$ cat src/rtl/fft_pkg.sv
// Shared definitions for the 16-point radix-2 FFT datapath and its frame
// controller: frame geometry, controller state encoding, the 4-bit
// bit-reversal helper and the twiddle factors W16^k = exp(-j*2*pi*k/16)
// in signed 16.16 fixed point, used by fft_stage1..fft_stage4.
package fft_pkg;

    localparam int FFT_N     = 16;
    localparam int FFT_LOG2N = 4;
    localparam int FFT_DW    = 32;

    typedef enum logic [2:0] {
        ST_IDLE  = 3'd0,
        ST_LOAD  = 3'd1,
        ST_RUN   = 3'd2,
        ST_CAPT  = 3'd3,
        ST_DRAIN = 3'd4
    } state_t;

    function automatic logic [FFT_LOG2N-1:0] bitrev4(input logic [FFT_LOG2N-1:0] v);
        return {v[0], v[1], v[2], v[3]};
    endfunction

    localparam logic signed [31:0] W0_RE =  32'sd65536;
    localparam logic signed [31:0] W0_IM =  32'sd0;
    localparam logic signed [31:0] W1_RE =  32'sd60547;
    localparam logic signed [31:0] W1_IM = -32'sd25080;
    localparam logic signed [31:0] W2_RE =  32'sd46341;
    localparam logic signed [31:0] W2_IM = -32'sd46341;
    localparam logic signed [31:0] W3_RE =  32'sd25080;
    localparam logic signed [31:0] W3_IM = -32'sd60547;
    localparam logic signed [31:0] W4_RE =  32'sd0;
    localparam logic signed [31:0] W4_IM = -32'sd65536;
    localparam logic signed [31:0] W5_RE = -32'sd25080;
    localparam logic signed [31:0] W5_IM = -32'sd60547;
    localparam logic signed [31:0] W6_RE = -32'sd46341;
    localparam logic signed [31:0] W6_IM = -32'sd46341;
    localparam logic signed [31:0] W7_RE = -32'sd60547;
    localparam logic signed [31:0] W7_IM = -32'sd25080;

endpackage

$ cat src/rtl/fft16_frame_ctrl_if.sv
// Sample stream interface for fft16_frame_ctrl.
//   in_valid/in_data/in_ready    : serial input samples into the controller
//   out_valid/out_data/out_ready : serial result samples out of the controller
// slave  : the controller side (consumes input stream, produces output stream)
// master : the environment side (produces input stream, consumes output stream)
interface fft16_frame_ctrl_if #(
    parameter int DW = 32
);
    logic          in_valid;
    logic [DW-1:0] in_data;
    logic          in_ready;
    logic          out_valid;
    logic [DW-1:0] out_data;
    logic          out_ready;

    modport slave (
        input  in_valid, in_data, out_ready,
        output in_ready, out_valid, out_data
    );

    modport master (
        output in_valid, in_data, out_ready,
        input  in_ready, out_valid, out_data
    );
endinterface

$ cat src/rtl/fft16_frame_ctrl.sv
// Frame sequencer for the 16-point FFT datapath. Collects 16 serial samples
// into a frame buffer, steps the four stage registers one per cycle, captures
// the stage-4 result and streams it out (optionally un-bit-reversed).
// Ports:
//   clk, rst     : clock, asynchronous active-high reset
//   en           : permits a new frame to start (from IDLE or at end of DRAIN)
//   s_if         : input/output sample streams (valid/ready)
//   fft_bus_out  : frame buffer to stage 1, word i at [DW*i +: DW]
//   stage_en     : one-hot load enable of stage-k output register (bit k-1)
//   fft_bus_in   : stage-4 output bus, same packing
//   busy         : high whenever not IDLE
//   frame_done   : one-cycle pulse after the 16th output handshake
//
// state    | meaning
// ---------+---------------------------------------------
// ST_IDLE  | waiting for en
// ST_LOAD  | accepting 16 input samples into the frame buffer
// ST_RUN   | pulsing stage_en[0..3], one stage per cycle
// ST_CAPT  | latching the stage-4 bus into the result buffer
// ST_DRAIN | streaming 16 results out under valid/ready
module fft16_frame_ctrl
    import fft_pkg::*;
#(
    parameter int DW         = FFT_DW,
    parameter int N          = FFT_N,
    parameter int BITREV_OUT = 1
) (
    input  logic                clk,
    input  logic                rst,
    input  logic                en,
    fft16_frame_ctrl_if.slave   s_if,
    output logic [N*DW-1:0]     fft_bus_out,
    output logic [3:0]          stage_en,
    input  logic [N*DW-1:0]     fft_bus_in,
    output logic                busy,
    output logic                frame_done
);

    state_t                 state_q, state_d;
    logic [FFT_LOG2N-1:0]   wr_cnt_q, wr_cnt_d;
    logic [1:0]             stg_cnt_q, stg_cnt_d;
    logic [FFT_LOG2N-1:0]   rd_cnt_q, rd_cnt_d;
    logic                   frame_done_q, frame_done_d;
    logic [DW-1:0]          frame_q [N];
    logic [DW-1:0]          frame_d [N];
    logic [DW-1:0]          res_q   [N];
    logic [DW-1:0]          res_d   [N];
    logic [FFT_LOG2N-1:0]   rd_idx;

    always_ff @(posedge clk or posedge rst) begin
        if (rst) begin
            state_q      <= ST_IDLE;
            wr_cnt_q     <= '0;
            stg_cnt_q    <= '0;
            rd_cnt_q     <= '0;
            frame_done_q <= 1'b0;
            for (int i = 0; i < N; i++) begin
                frame_q[i] <= '0;
                res_q[i]   <= '0;
            end
        end else begin
            state_q      <= state_d;
            wr_cnt_q     <= wr_cnt_d;
            stg_cnt_q    <= stg_cnt_d;
            rd_cnt_q     <= rd_cnt_d;
            frame_done_q <= frame_done_d;
            frame_q      <= frame_d;
            res_q        <= res_d;
        end
    end

    always_comb begin
        state_d      = state_q;
        wr_cnt_d     = wr_cnt_q;
        stg_cnt_d    = stg_cnt_q;
        rd_cnt_d     = rd_cnt_q;
        frame_done_d = 1'b0;
        frame_d      = frame_q;
        res_d        = res_q;
        unique case (state_q)
            ST_IDLE: begin
                if (en) state_d = ST_LOAD;
            end
            ST_LOAD: begin
                // in_ready is high for the whole state, so in_valid alone is the accept
                if (s_if.in_valid) begin
                    frame_d[wr_cnt_q] = s_if.in_data;
                    wr_cnt_d          = wr_cnt_q + 4'd1;
                    if (wr_cnt_q == 4'd15) state_d = ST_RUN;
                end
            end
            ST_RUN: begin
                stg_cnt_d = stg_cnt_q + 2'd1;
                if (stg_cnt_q == 2'd3) state_d = ST_CAPT;
            end
            ST_CAPT: begin
                for (int i = 0; i < N; i++) begin
                    res_d[i] = fft_bus_in[DW*i +: DW];
                end
                state_d = ST_DRAIN;
            end
            ST_DRAIN: begin
                if (s_if.out_ready) begin
                    rd_cnt_d = rd_cnt_q + 4'd1;
                    if (rd_cnt_q == 4'd15) begin
                        frame_done_d = 1'b1;
                        state_d      = en ? ST_LOAD : ST_IDLE;
                    end
                end
            end
            default: state_d = ST_IDLE;
        endcase
    end

    // Stage 4 leaves results in bit-reversed order; undo it on the read side.
    assign rd_idx = (BITREV_OUT != 0) ? bitrev4(rd_cnt_q) : rd_cnt_q;

    always_comb begin
        fft_bus_out = '0;
        for (int i = 0; i < N; i++) begin
            fft_bus_out[DW*i +: DW] = frame_q[i];
        end
    end

    assign s_if.in_ready  = (state_q == ST_LOAD);
    assign s_if.out_valid = (state_q == ST_DRAIN);
    assign s_if.out_data  = res_q[rd_idx];
    assign stage_en       = (state_q == ST_RUN) ? (4'b0001 << stg_cnt_q) : 4'b0000;
    assign busy           = (state_q != ST_IDLE);
    assign frame_done     = frame_done_q;

endmodule

$ cat src/flat_wrapper.sv
// flat-port wrapper written by rule: the top's interface ports become plain ports
module fft16_frame_ctrl_flat import fft_pkg::*;
#(
    parameter int DW         = FFT_DW,
    parameter int N          = FFT_N,
    parameter int BITREV_OUT = 1
)
  (clk, rst, en, fft_bus_out, stage_en, fft_bus_in, busy, frame_done, s_if_in_valid, s_if_in_data, s_if_out_ready, s_if_in_ready, s_if_out_valid, s_if_out_data);
  fft16_frame_ctrl_if #(.DW(DW)) s_if_i ();
  input  logic clk;
  input  logic rst;
  input  logic en;
  output logic [N*DW-1:0] fft_bus_out;
  output logic [3:0] stage_en;
  input  logic [N*DW-1:0] fft_bus_in;
  output logic busy;
  output logic frame_done;
  input wire logic [$bits(s_if_i.in_valid)-1:0] s_if_in_valid;
  input wire logic [$bits(s_if_i.in_data)-1:0] s_if_in_data;
  input wire logic [$bits(s_if_i.out_ready)-1:0] s_if_out_ready;
  output wire logic [$bits(s_if_i.in_ready)-1:0] s_if_in_ready;
  output wire logic [$bits(s_if_i.out_valid)-1:0] s_if_out_valid;
  output wire logic [$bits(s_if_i.out_data)-1:0] s_if_out_data;
  assign s_if_i.in_valid = s_if_in_valid;
  assign s_if_i.in_data = s_if_in_data;
  assign s_if_i.out_ready = s_if_out_ready;
  assign s_if_in_ready = s_if_i.in_ready;
  assign s_if_out_valid = s_if_i.out_valid;
  assign s_if_out_data = s_if_i.out_data;
  fft16_frame_ctrl #(.DW(DW), .N(N), .BITREV_OUT(BITREV_OUT)) u_core (.clk(clk), .rst(rst), .en(en), .s_if(s_if_i), .fft_bus_out(fft_bus_out), .stage_en(stage_en), .fft_bus_in(fft_bus_in), .busy(busy), .frame_done(frame_done));
endmodule
$ cat config.mk
export PLATFORM = sky130hd
export DESIGN_NAME = fft16_frame_ctrl_flat
export DESIGN_NICKNAME = d
export VERILOG_FILES = /design/src/rtl/fft_pkg.sv /design/src/rtl/fft16_frame_ctrl_if.sv /design/src/rtl/fft16_frame_ctrl.sv /design/src/flat_wrapper.sv
export SDC_FILE = /design/constraint.sdc
export NUM_CORES = 2
export LEC_CHECK = 0
export ABC_CLOCK_PERIOD_IN_PS = 34500
export CAP_MARGIN = 20
export CORE_AREA = 2 2 434 436
export DETAILED_ROUTE_END_ITERATION = 8
export DIE_AREA = 0 0 436 438
export MAX_ROUTING_LAYER = met4
export PLACE_DENSITY = 0.46
export RECOVER_POWER = 50
export SKIP_CTS_REPAIR_TIMING = 1
export SLEW_MARGIN = 15
export SYNTH_ARGS = -nofsm -noshare
export SYNTH_HDL_FRONTEND = slang
export SYNTH_SLANG_ARGS = --single-unit
$ cat constraint.sdc
create_clock -name clk -period 34.5 [get_ports clk]
set_input_delay 5.175 -clock clk [delete_from_list [all_inputs] [get_ports clk]]
set_output_delay 5.175 -clock clk [all_outputs]
set_load 0.02 [all_outputs]
==> flow_metrics.py <==
metrics = {
    "clocking": {
        "cts_tree": "built",
        "clock-sinks": 1038,
        "cts_root_buf": "clkbuf_16",
        "numCtsBuffers": 131,
        "clkLatencyLatePin_ps": 780,
        "clockBufferDepth": 3,
        "clkTransAtPathRegs_ps": 60,
        "htree_levels": 4,
    },
    "run": {
        "max_cap_viol_count": 26,
    },
    "critical_path": {
        "critPathMaxFanout": 73,
        "worst_setup_path_start_kind": "flop",
        "r2r_start": "u_core.state_q[2]$_DFFE_PP0P_",
        "slowest_delay_ps": 3160,
        "path_cells": "nand3b_1 > clkbuf_1 > clkbuf_1 > clkbuf_1 > clkbuf_1 > clkbuf_1 > clkbuf_1 > clkbuf_1 > mux2_2",
        "crit_arrival_ps": 19230,
        "crit_type": "flop to flop",
        "startpoint": "u_core.state_q[2]$_DFFE_PP0P_",
        "slowest_stage": "clkbuf_1",
        "cp-end-kind": "flop",
        "worstPathRequired_ps": 35150,
        "reg2reg_depth": 9,
        "path_common_cell": "clkbuf_1",
    },
    "floorplan": {
        "die_area_sq_um": 191000,
        "die_w_microns": 436,
        "core_area_sq_um": 187000,
        "die_h_microns": 438,
        "start_util_pct": 22.8,
        "io_pins": 1101,
        "rows": 159,
    },
    "cells_and_area": {
        "nets": 4202,
        "layout-drive-gt1-share_pct": 32.6,
        "syn2layout_area_growth_pct": 42.3,
    },
    "timing": {
        "maxSlewViolCount": 1145,
        "period_needed_ps": 18580,
        "grt_setup_unrepaired": "false",
        "fmax_mhz": 53.8,
        "fin_skew_ps": 21.5,
        "hold_violations": 0,
        "setup_violations": 0,
        "slew_headroom_pct": -264,
        "tns_ps": 0,
        "tightestPinTransition_ps": 5430,
        "period_share_pct": 53.9,
    },
    "logic_synthesis": {
        "avgSynthCellArea_sq_um": 16.7,
        "syn-num-nets": 3108,
        "syn_inst": 2550,
        "synth_seq_cells": 1038,
        "synth.cell_area_sq_um": 42600,
        "synth-seq-area-share_pct": 61.0,
        "yosysUniqueCellTypes": 36,
        "yosysWarnings": 0,
    },
    "global_routing": {
        "grt_pass1_wl_microns": 226000,
        "grt_antenna_before_repair": 147,
        "grt_use_total_pct": 17.1,
        "grt_max_degree": 158,
        "grt_overflow": 0,
        "grt_pass1_vias": 28700,
    },
    "power_and_ir_drop": {
        "ir_drop_v": 0.0000462,
        "power.total_uw": 5590,
        "powerDensity_nw_per_um2": 92.4,
        "p_leak_uw": 0.0250,
    },
    "min_path": {
        "min_path_cells": 1,
        "hold_path_startpoint": "u_core.fft_bus_out[11]$_DFFE_PP0P_",
        "worstHoldPathType": "flop to flop",
    },
    "status": {
        "status": "finished, violations left",
        "violations": "capacitance limit, slew limit",
    },
    "routing": {
        "vias": 27100,
        "drtIter0Drc": 1226,
        "wl_per_cell_microns": 25.6,
        "drt-total-wl_microns": 162000,
        "ant_nets": 0,
        "drt_first_pass_iters": 5,
        "highest_layer": "met4",
        "wl_met1_microns": 62700,
        "routed-wl-met3_microns": 11500,
        "via_per_inst": 4.27,
        "remaining_drc_errors": 0,
        "dr_wl_met2_microns": 82100,
    },
    "placed_design": {
        "gp_congestion": 0.784,
        "io_buffers": 1100,
        "detailed_place_hpwl_microns": 117000,
    },
}
power breakdown:
group | leakage, uW | switching (uW) | internal [uW]
combinational | 0.0103 | 959 | 1130
sequential | 0.0126 | 335 | 1810
clock | 0.00208 | 552 | 801
total | 0.0250 | 1850 | 3750
critical path: cells and delay by family (launching register included):
kind / cells / cell delay, ps
buf+inv: 7 / 17110
flops: 1 / 490
mux: 1 / 460
simple gates: 1 / 150
area by class of cell:
class                      instances  area [sq um]
antenna                           95           238
inverter                           6          23.8
clock buffer                     205          3970
sequential                      1038         26000
clock inverter                    30           282
fill                           18700        126000
tap                             2495          3120
timing repair buffer            1151         11400
multi-input combinational       1316         15600
registers in the layout, summed over array words and instances (netlist names):
register,flops
u_core.res_q,512
u_core.rd_cnt_q,4
u_core.wr_cnt_q,4
u_core.state_q,3
u_core.fft_bus_out,512
u_core.frame_done,1
u_core.stg_cnt_q,2
per-layer routing:
metal	up-vias	track usage (%)
li1	11700	-
met1	14100	18.9
met2	964	28.9
met3	300	5.52
met4	0	6.32
met5	-	-
Yosys cell counts:
cell / instances / area [sq um]
nand2b_1: 1 / 6.26
mux2_2: 860 / 9680
xnor2_1: 7 / 61.3
nand3_1: 4 / 20.0
or3_1: 1 / 6.26
and2_1: 5 / 31.3
ha_1: 9 / 113
inv_1: 6 / 22.5
nor2b_1: 4 / 25.0
nand4_1: 8 / 50.1
nand2_1: 37 / 139
nor4b_1: 1 / 8.76
a21oi_1: 1 / 5.00
mux2_1: 165 / 1860
buf_2: 100 / 500
dfrtp_1: 1038 / 26000
buf_6: 13 / 146
nor3_1: 1 / 5.00
a2111oi_0: 1 / 8.76
or3b_2: 1 / 8.76
a211o_1: 1 / 8.76
nand3_2: 1 / 10.0
a211oi_1: 1 / 7.51
and4bb_1: 3 / 37.5
mux2i_1: 1 / 10.0
o21ai_0: 2 / 10.0
nand4b_4: 4 / 95.1
nor2_1: 1 / 3.75
buf_1: 2 / 7.51
buf_4: 3 / 22.5
nand3b_1: 1 / 7.51
a22oi_1: 62 / 465
clkbuf_1: 72 / 270
nor4bb_1: 2 / 20.0
mux4_2: 128 / 2880
nor3b_1: 3 / 22.5
path summary, 6_finish.rpt:
check	to	slack, ps
worst max-delay path	u_core.res_q[239]$_DFFE_PP0N_	15920
worst min-delay path	u_core.fft_bus_out[11]$_DFFE_PP0P_	480
worst max register to register	u_core.res_q[239]$_DFFE_PP0N_	15920
worst min register to register	u_core.fft_bus_out[11]$_DFFE_PP0P_	480
max in group asynchronous	u_core.res_q[154]$_DFFE_PP0N_	20530
min in group asynchronous	u_core.fft_bus_out[250]$_DFFE_PP0P_	6550
placed cells by master (no fill, tap or decap), types with 3 or more instances in the layout:
cell type and instances:
dfrtp_1 1036, mux2_2 859, clkdlybuf4s50_1 733, dlygate4sd3_1 367, mux2_1 166, clkbuf_16 136
mux4_2 128, diode_2 95, clkbuf_1 65, a22oi_1 62, nand2_1 37, clkbuf_8 31
buf_4 20, clkinv_2 13, ha_1 9, nand4_1 8, xnor2_1 7, inv_1 5
clkinv_8 5, nand3_1 4, and2_1 4, clkinvlp_4 4, nand4b_1 3, nor3b_1 3
inv_6 3
through the flow:
stage	instances	setup slack (ps)	util [%]	hold slack, ps	instance area, sq um
2_1_floorplan	2550	112	-	474	42600
3_3_place_gp	6001	23540	30.1	467	56200
3_5_place_dp	6002	23510	30.1	474	56200
4_1_cts	6237	23200	32.4	487	60500
5_1_grt	6331	14170	32.5	491	60600
6_report	6336	15920	32.5	477	60600
cell families after synthesis:
family                   count (synthesis)  share of synthesized area, %
adder cells (fa/ha/maj)                  9                         0.265
XOR/XNOR                                 7                         0.144
flip-flops                            1038                          61.0
AO/OA/AOI/OAI                           68                          1.19
AND/OR/NAND/NOR                         78                          1.17
multiplexers                          1154                          33.9
buffers and inverters                  196                          2.28
No activity file was read; power rests on OpenSTA's default activity.
